### config.mk
export PLATFORM = sky130hd
export DESIGN_NAME = pc_sequencer
export DESIGN_NICKNAME = d
export VERILOG_FILES = /design/src/rtl/pc_pkg.sv /design/src/rtl/pc_sequencer_mux2.sv /design/src/rtl/pc_sequencer.sv
export SDC_FILE = /design/constraint.sdc
export NUM_CORES = 1
export LEC_CHECK = 0
export CORE_ASPECT_RATIO = 0.9
export CORE_UTILIZATION = 44
export DETAILED_ROUTE_END_ITERATION = 16
export GPL_TIMING_DRIVEN = 1
export PLACE_DENSITY = 0.72
export SLEW_MARGIN = 20
export SYNTH_ARGS = -nofsm -noshare
export SYNTH_HDL_FRONTEND = slang
export SYNTH_HIERARCHICAL = 1
export SYNTH_SLANG_ARGS = --single-unit
### constraint.sdc
create_clock -name clk -period 1.7 [get_ports clk]
set_clock_uncertainty 0.1 [all_clocks]
set_input_delay 0.425 -clock clk [delete_from_list [all_inputs] [get_ports clk]]
set_output_delay 0.425 -clock clk [all_outputs]
set_load 0.05 [all_outputs]
### src/rtl/pc_pkg.sv
// Shared definitions for the program-counter sequencer: default widths and FSM state encoding.
package pc_pkg;

  localparam int unsigned AddrWDefault = 6;
  localparam int unsigned CntWDefault  = 8;

  // Encodings are visible on the debug state port, so values are fixed.
  typedef enum logic [1:0] {
    StIdle  = 2'd0,
    StFetch = 2'd1,
    StExec  = 2'd2,
    StHalt  = 2'd3
  } pc_state_e;

endpackage

### src/rtl/pc_sequencer_mux2.sv
// Plain 2:1 mux used for next-PC selection (6 bits wide by default).
module pc_sequencer_mux2 #(
  parameter int unsigned W = 6
) (
  input  logic [W-1:0] d0,
  input  logic [W-1:0] d1,
  input  logic         s,
  output logic [W-1:0] y
);

  // s=1 selects d1, otherwise d0.
  always_comb begin
    y = s ? d1 : d0;
  end

endmodule

### src/rtl/pc_sequencer.sv
// Program-counter sequencer: IDLE/FETCH/EXEC/HALT FSM with a one-deep jump request slot,
// wrap detection and a saturating retired-step counter.
module pc_sequencer
  import pc_pkg::*;
#(
  parameter int unsigned ADDR_W = AddrWDefault,
  parameter int unsigned CNT_W  = CntWDefault
) (
  input  logic              clk,
  input  logic              rst,
  input  logic              start,
  input  logic              halt,
  input  logic              resume,
  input  logic              jump_req,
  input  logic [ADDR_W-1:0] jump_addr,
  output logic              jump_ack,
  output logic              jump_busy,
  output logic [ADDR_W-1:0] pc,
  output logic              pc_valid,
  output logic              sel,
  output logic              wrap,
  output logic [CNT_W-1:0]  step_cnt,
  output logic [1:0]        state
);

  pc_state_e         state_q, state_d;
  logic [ADDR_W-1:0] pc_q, pc_d;
  logic [ADDR_W-1:0] tgt_q, tgt_d;
  logic              pend_q, pend_d;
  logic [CNT_W-1:0]  cnt_q, cnt_d;

  logic              in_exec;
  logic              sel_int;
  logic [ADDR_W-1:0] pc_inc;
  logic [ADDR_W-1:0] pc_next;

  assign in_exec = (state_q == StExec);
  assign sel_int = in_exec & pend_q;
  assign pc_inc  = pc_q + {{(ADDR_W-1){1'b0}}, 1'b1};

  pc_sequencer_mux2 #(
    .W (ADDR_W)
  ) u_next_pc_mux (
    .d0 (pc_inc),
    .d1 (tgt_q),
    .s  (sel_int),
    .y  (pc_next)
  );

  // Next-state logic for the FSM, PC, jump slot and step counter.
  always_comb begin
    state_d = state_q;
    pc_d    = pc_q;
    tgt_d   = tgt_q;
    pend_d  = pend_q;
    cnt_d   = cnt_q;

    unique case (state_q)
      StIdle:  if (start) state_d = StFetch;
      StFetch: state_d = StExec;
      StExec: begin
        pc_d    = pc_next;
        state_d = halt ? StHalt : StFetch;
        if (cnt_q != {CNT_W{1'b1}}) cnt_d = cnt_q + {{(CNT_W-1){1'b0}}, 1'b1};
      end
      StHalt:  if (resume) state_d = StFetch;
      default: state_d = StIdle;
    endcase

    // A consuming EXEC clears the slot; a new request is only taken into an empty slot,
    // so a request in the consuming cycle is dropped.
    if (sel_int) begin
      pend_d = 1'b0;
    end else if (!pend_q && jump_req) begin
      pend_d = 1'b1;
      tgt_d  = jump_addr;
    end
  end

  // State registers with synchronous reset.
  always_ff @(posedge clk) begin
    if (rst) begin
      state_q <= StIdle;
      pc_q    <= '0;
      tgt_q   <= '0;
      pend_q  <= 1'b0;
      cnt_q   <= '0;
    end else begin
      state_q <= state_d;
      pc_q    <= pc_d;
      tgt_q   <= tgt_d;
      pend_q  <= pend_d;
      cnt_q   <= cnt_d;
    end
  end

  // Outputs are forced low for as long as reset is held.
  always_comb begin
    jump_ack  = ~rst & sel_int;
    sel       = ~rst & sel_int;
    wrap      = ~rst & in_exec & ~pend_q & (&pc_q);
    jump_busy = ~rst & pend_q;
    pc_valid  = ~rst & (state_q == StFetch);
    pc        = rst ? '0 : pc_q;
    step_cnt  = rst ? '0 : cnt_q;
    state     = rst ? 2'b00 : state_q;
  end

endmodule
==> results_dict.tcl <==
set metrics [dict create \
    outcome "finished with violations" \
    violations "negative setup slack" \
    drt_first_pass_iters 4 \
    yosysWarnings 6 \
    grt.total_usage 0.223 \
    cts.sinks 23 \
    fmax_mhz 545 \
    num_vias 1255 \
    cp-start-kind "register" \
    placement.setup.worst_slack_ns -0.0626 \
    vias_per_cell 5.27 \
    grt_max_degree 15 \
    rows 18 \
    synth_common_cells "dfxtp_1 (23), nor2_1 (20), nor2b_1 (17)" \
    worst_slew_pin_slew_ns 0.354 \
    syn_to_final_growth_pct 56.3 \
    synth_top_family_by_area "simple AND/OR/NAND/NOR gates" \
    place.gp.congestion 0.758 \
    setup-violations-final 8 \
    dp_hpwl_mm 2.31 \
    die_x_um 61.0 \
    grt_first_pass_wirelength_mm 5.49 \
    drt_iter0_drc 36 \
    cts-root-buf "clkbuf_4" \
    rsz0062_at_grt "yes" \
    cp.required_ns 1.17 \
    initial_core_util 0.481 \
    syn_inst 145 \
    worst-path-max-fanout 3 \
    antenna_found_initial 0 \
    fin_nets 218 \
    fillCellCount 194 \
    yosysTopAreaCellShare 0.335 \
    endpoint_kind "primary output" \
    synth_seq_cells 23 \
    synth_area_sq_um 1380 \
    finalHoldViolCount 0 \
    grt_pass1_vias 1191 \
    yosys.area_share.xor_xnor 0.0255 \
    synth_cell_type_count 35 \
    peakVddDrop_v 0.000562 \
    synth_top_area_cell "dfxtp_1" \
    drive_gt1_frac 0.545 \
    cts_hold_buffers 0 \
    synth-edff-count 0 \
    p_leak_nw 0.859 \
    yosysSeqAreaShare 0.335 \
    core_area_sq_um 2860 \
    routed_wl_mm 3.56 \
    synth_fp_nets 164 \
    async_flop_share 0 \
    die_h_um 55.1 \
    place.port_buffers 32 \
    synthFlopType "dfxtp_1" \
    pin_count 33 \
    period_share 1.08 \
    hold_class "reg -> reg" \
    synthMuxAreaShare 0.196 \
    antenna_left 0 \
    synth-compound-area-share 0.0982 \
    cts_buffer_depth 2 \
    htreeDepth 1 \
    syn_avg_cell_area_sq_um 9.49 \
    period_minus_slack_ns 1.83 \
    grt_overflow 0 \
    cap_violations 0 \
    cts_made_buffers 3 \
    fin_ws_ns -0.134 \
    synth_area_leaders "dfxtp_1 (33%), mux2_4 (11%), mux2i_1 (8.7%)" \
    fin_area_sq_um 2150 \
    clock_latency_ns 0.32 \
    yosysMostFrequentCell "dfxtp_1" \
    hold_ws_ns 0.370 \
    clk_pin_slew_ns 0.13 \
    synth-simple-area-share 0.229 \
    maxSlewViolCount 0 \
    cts_tree "done" \
    die-area_sq_um 3360 \
    synth_fa_ha_area_frac 0.0636 \
    drc 0 \
    wl_per_cell_um 14.9 \
    crit_arrival_ns 1.31 \
    relSlewSlack 0.760 \
    dpl-instance-area_sq_um 1860 \
    path_class "reg -> out" \
    n_antenna_cell 0 \
    p_per_area_nw_per_um2 521 \
]
==> cell usage in the layout, fill, tap and decap left out, types with 3 or more instances in the layout <==
cell	count
buf_4	27
nor2_1	16
buf_6	14
mux2i_1	12
mux2_4	10
dfxtp_2	10
clkdlybuf4s50_1	10
dfxtp_1	9
nor2b_2	7
nor2b_4	7
a21oi_1	6
nand3_1	4
nor2_4	4
dfxtp_4	4
buf_8	4
xnor2_1	3
nor2b_1	3
nand4_1	3
ha_1	3
ha_4	3
clkbuf_4	3
==> metrics by stage <==
step / instances / power, W / TNS [ns] / util
finish: 238 / 0.00112 / -0.552 / 0.752
global route: 238 / 0.00117 / -1.12 / 0.752
CTS: 236 / 0.00111 / -0.576 / 0.722
detailed placement: 224 / 0.000813 / -0.269 / 0.650
global placement: 224 / 0.000806 / -0.0134 / 0.650
floorplan: 145 / 0.000725 / -1.41 / -
==> final cells by class <==
type,count,area [sq um],area share
flip-flops and latches,23,488,0.227
repair buffers,58,566,0.263
clock buffers,4,26.3,0.0122
multi-input cells,109,1000,0.467
well taps,40,50.0,0.0233
inverters,4,17.5,0.00814
==> worst max-delay path, stage by stage, from the launching register on <==
cell and delay, ns:
dfxtp_4 0.38, buf_6 0.12, inv_4 0.06, ha_4 0.14, nor2b_4 0.13, buf_6 0.16
==> registers in the layout (all words and copies together) (netlist names) <==
register / flops
pc_q: 6
tgt_q: 6
cnt_q: 8
state_q: 2
pend_q: 1
==> report_power, final <==
group,switching (W),internal (W),total (W),leakage [nW]
combinational,0.000136,0.000145,0.000282,0.649
sequential,0.0000156,0.000555,0.000570,0.195
clock,0.000177,0.0000919,0.000269,0.0150
==> repair_timing <==
item | in CTS | in global routing
pin swaps | 7 | 4
cloned | 0 | 0
setup endpoints to repair | 17 | 24
setup buffers | 8 | 3
gates resized for setup | 36 | 25
==> logic make-up after synthesis <==
family,count (synthesis)
multiplexers,22
flip-flops,23
AO/OA/AOI/OAI,18
XOR/XNOR,4
buffers and inverters,13
AND/OR/NAND/NOR,58
adder cells (fa/ha/maj),7
==> routing by layer <==
| metal | vias to the layer above | wire length (um) | GRT usage |
|---|---|---|---|
| met3 | 10 | 160 | 0.0535 |
| met1 | 596 | 1580 | 0.297 |
| met5 | - | 0 | 0 |
| met2 | 38 | 1720 | 0.364 |
| met4 | 0 | 94 | 0.0530 |
| li1 | 611 | - | - |
==> worst paths after layout <==
| check | depth (start not counted) | slack (ns) | from | endpoint |
|---|---|---|---|---|
| worst max register to register | 8 | -0.01 | state_q[0]$_SDFFE_PP0P_ | pc_q[1]$_SDFFE_PP0N_ |
| worst min register to register | 1 | 0.37 | cnt_q[5]$_SDFFE_PP0P_ | cnt_q[5]$_SDFFE_PP0P_ |
| worst max-delay path | 5 | -0.13 | state_q[1]$_SDFFE_PP0P_ | pc_valid |
| worst min-delay path | 1 | 0.37 | cnt_q[5]$_SDFFE_PP0P_ | cnt_q[5]$_SDFFE_PP0P_ |
Note: power is estimated with default switching activity, not from simulation.
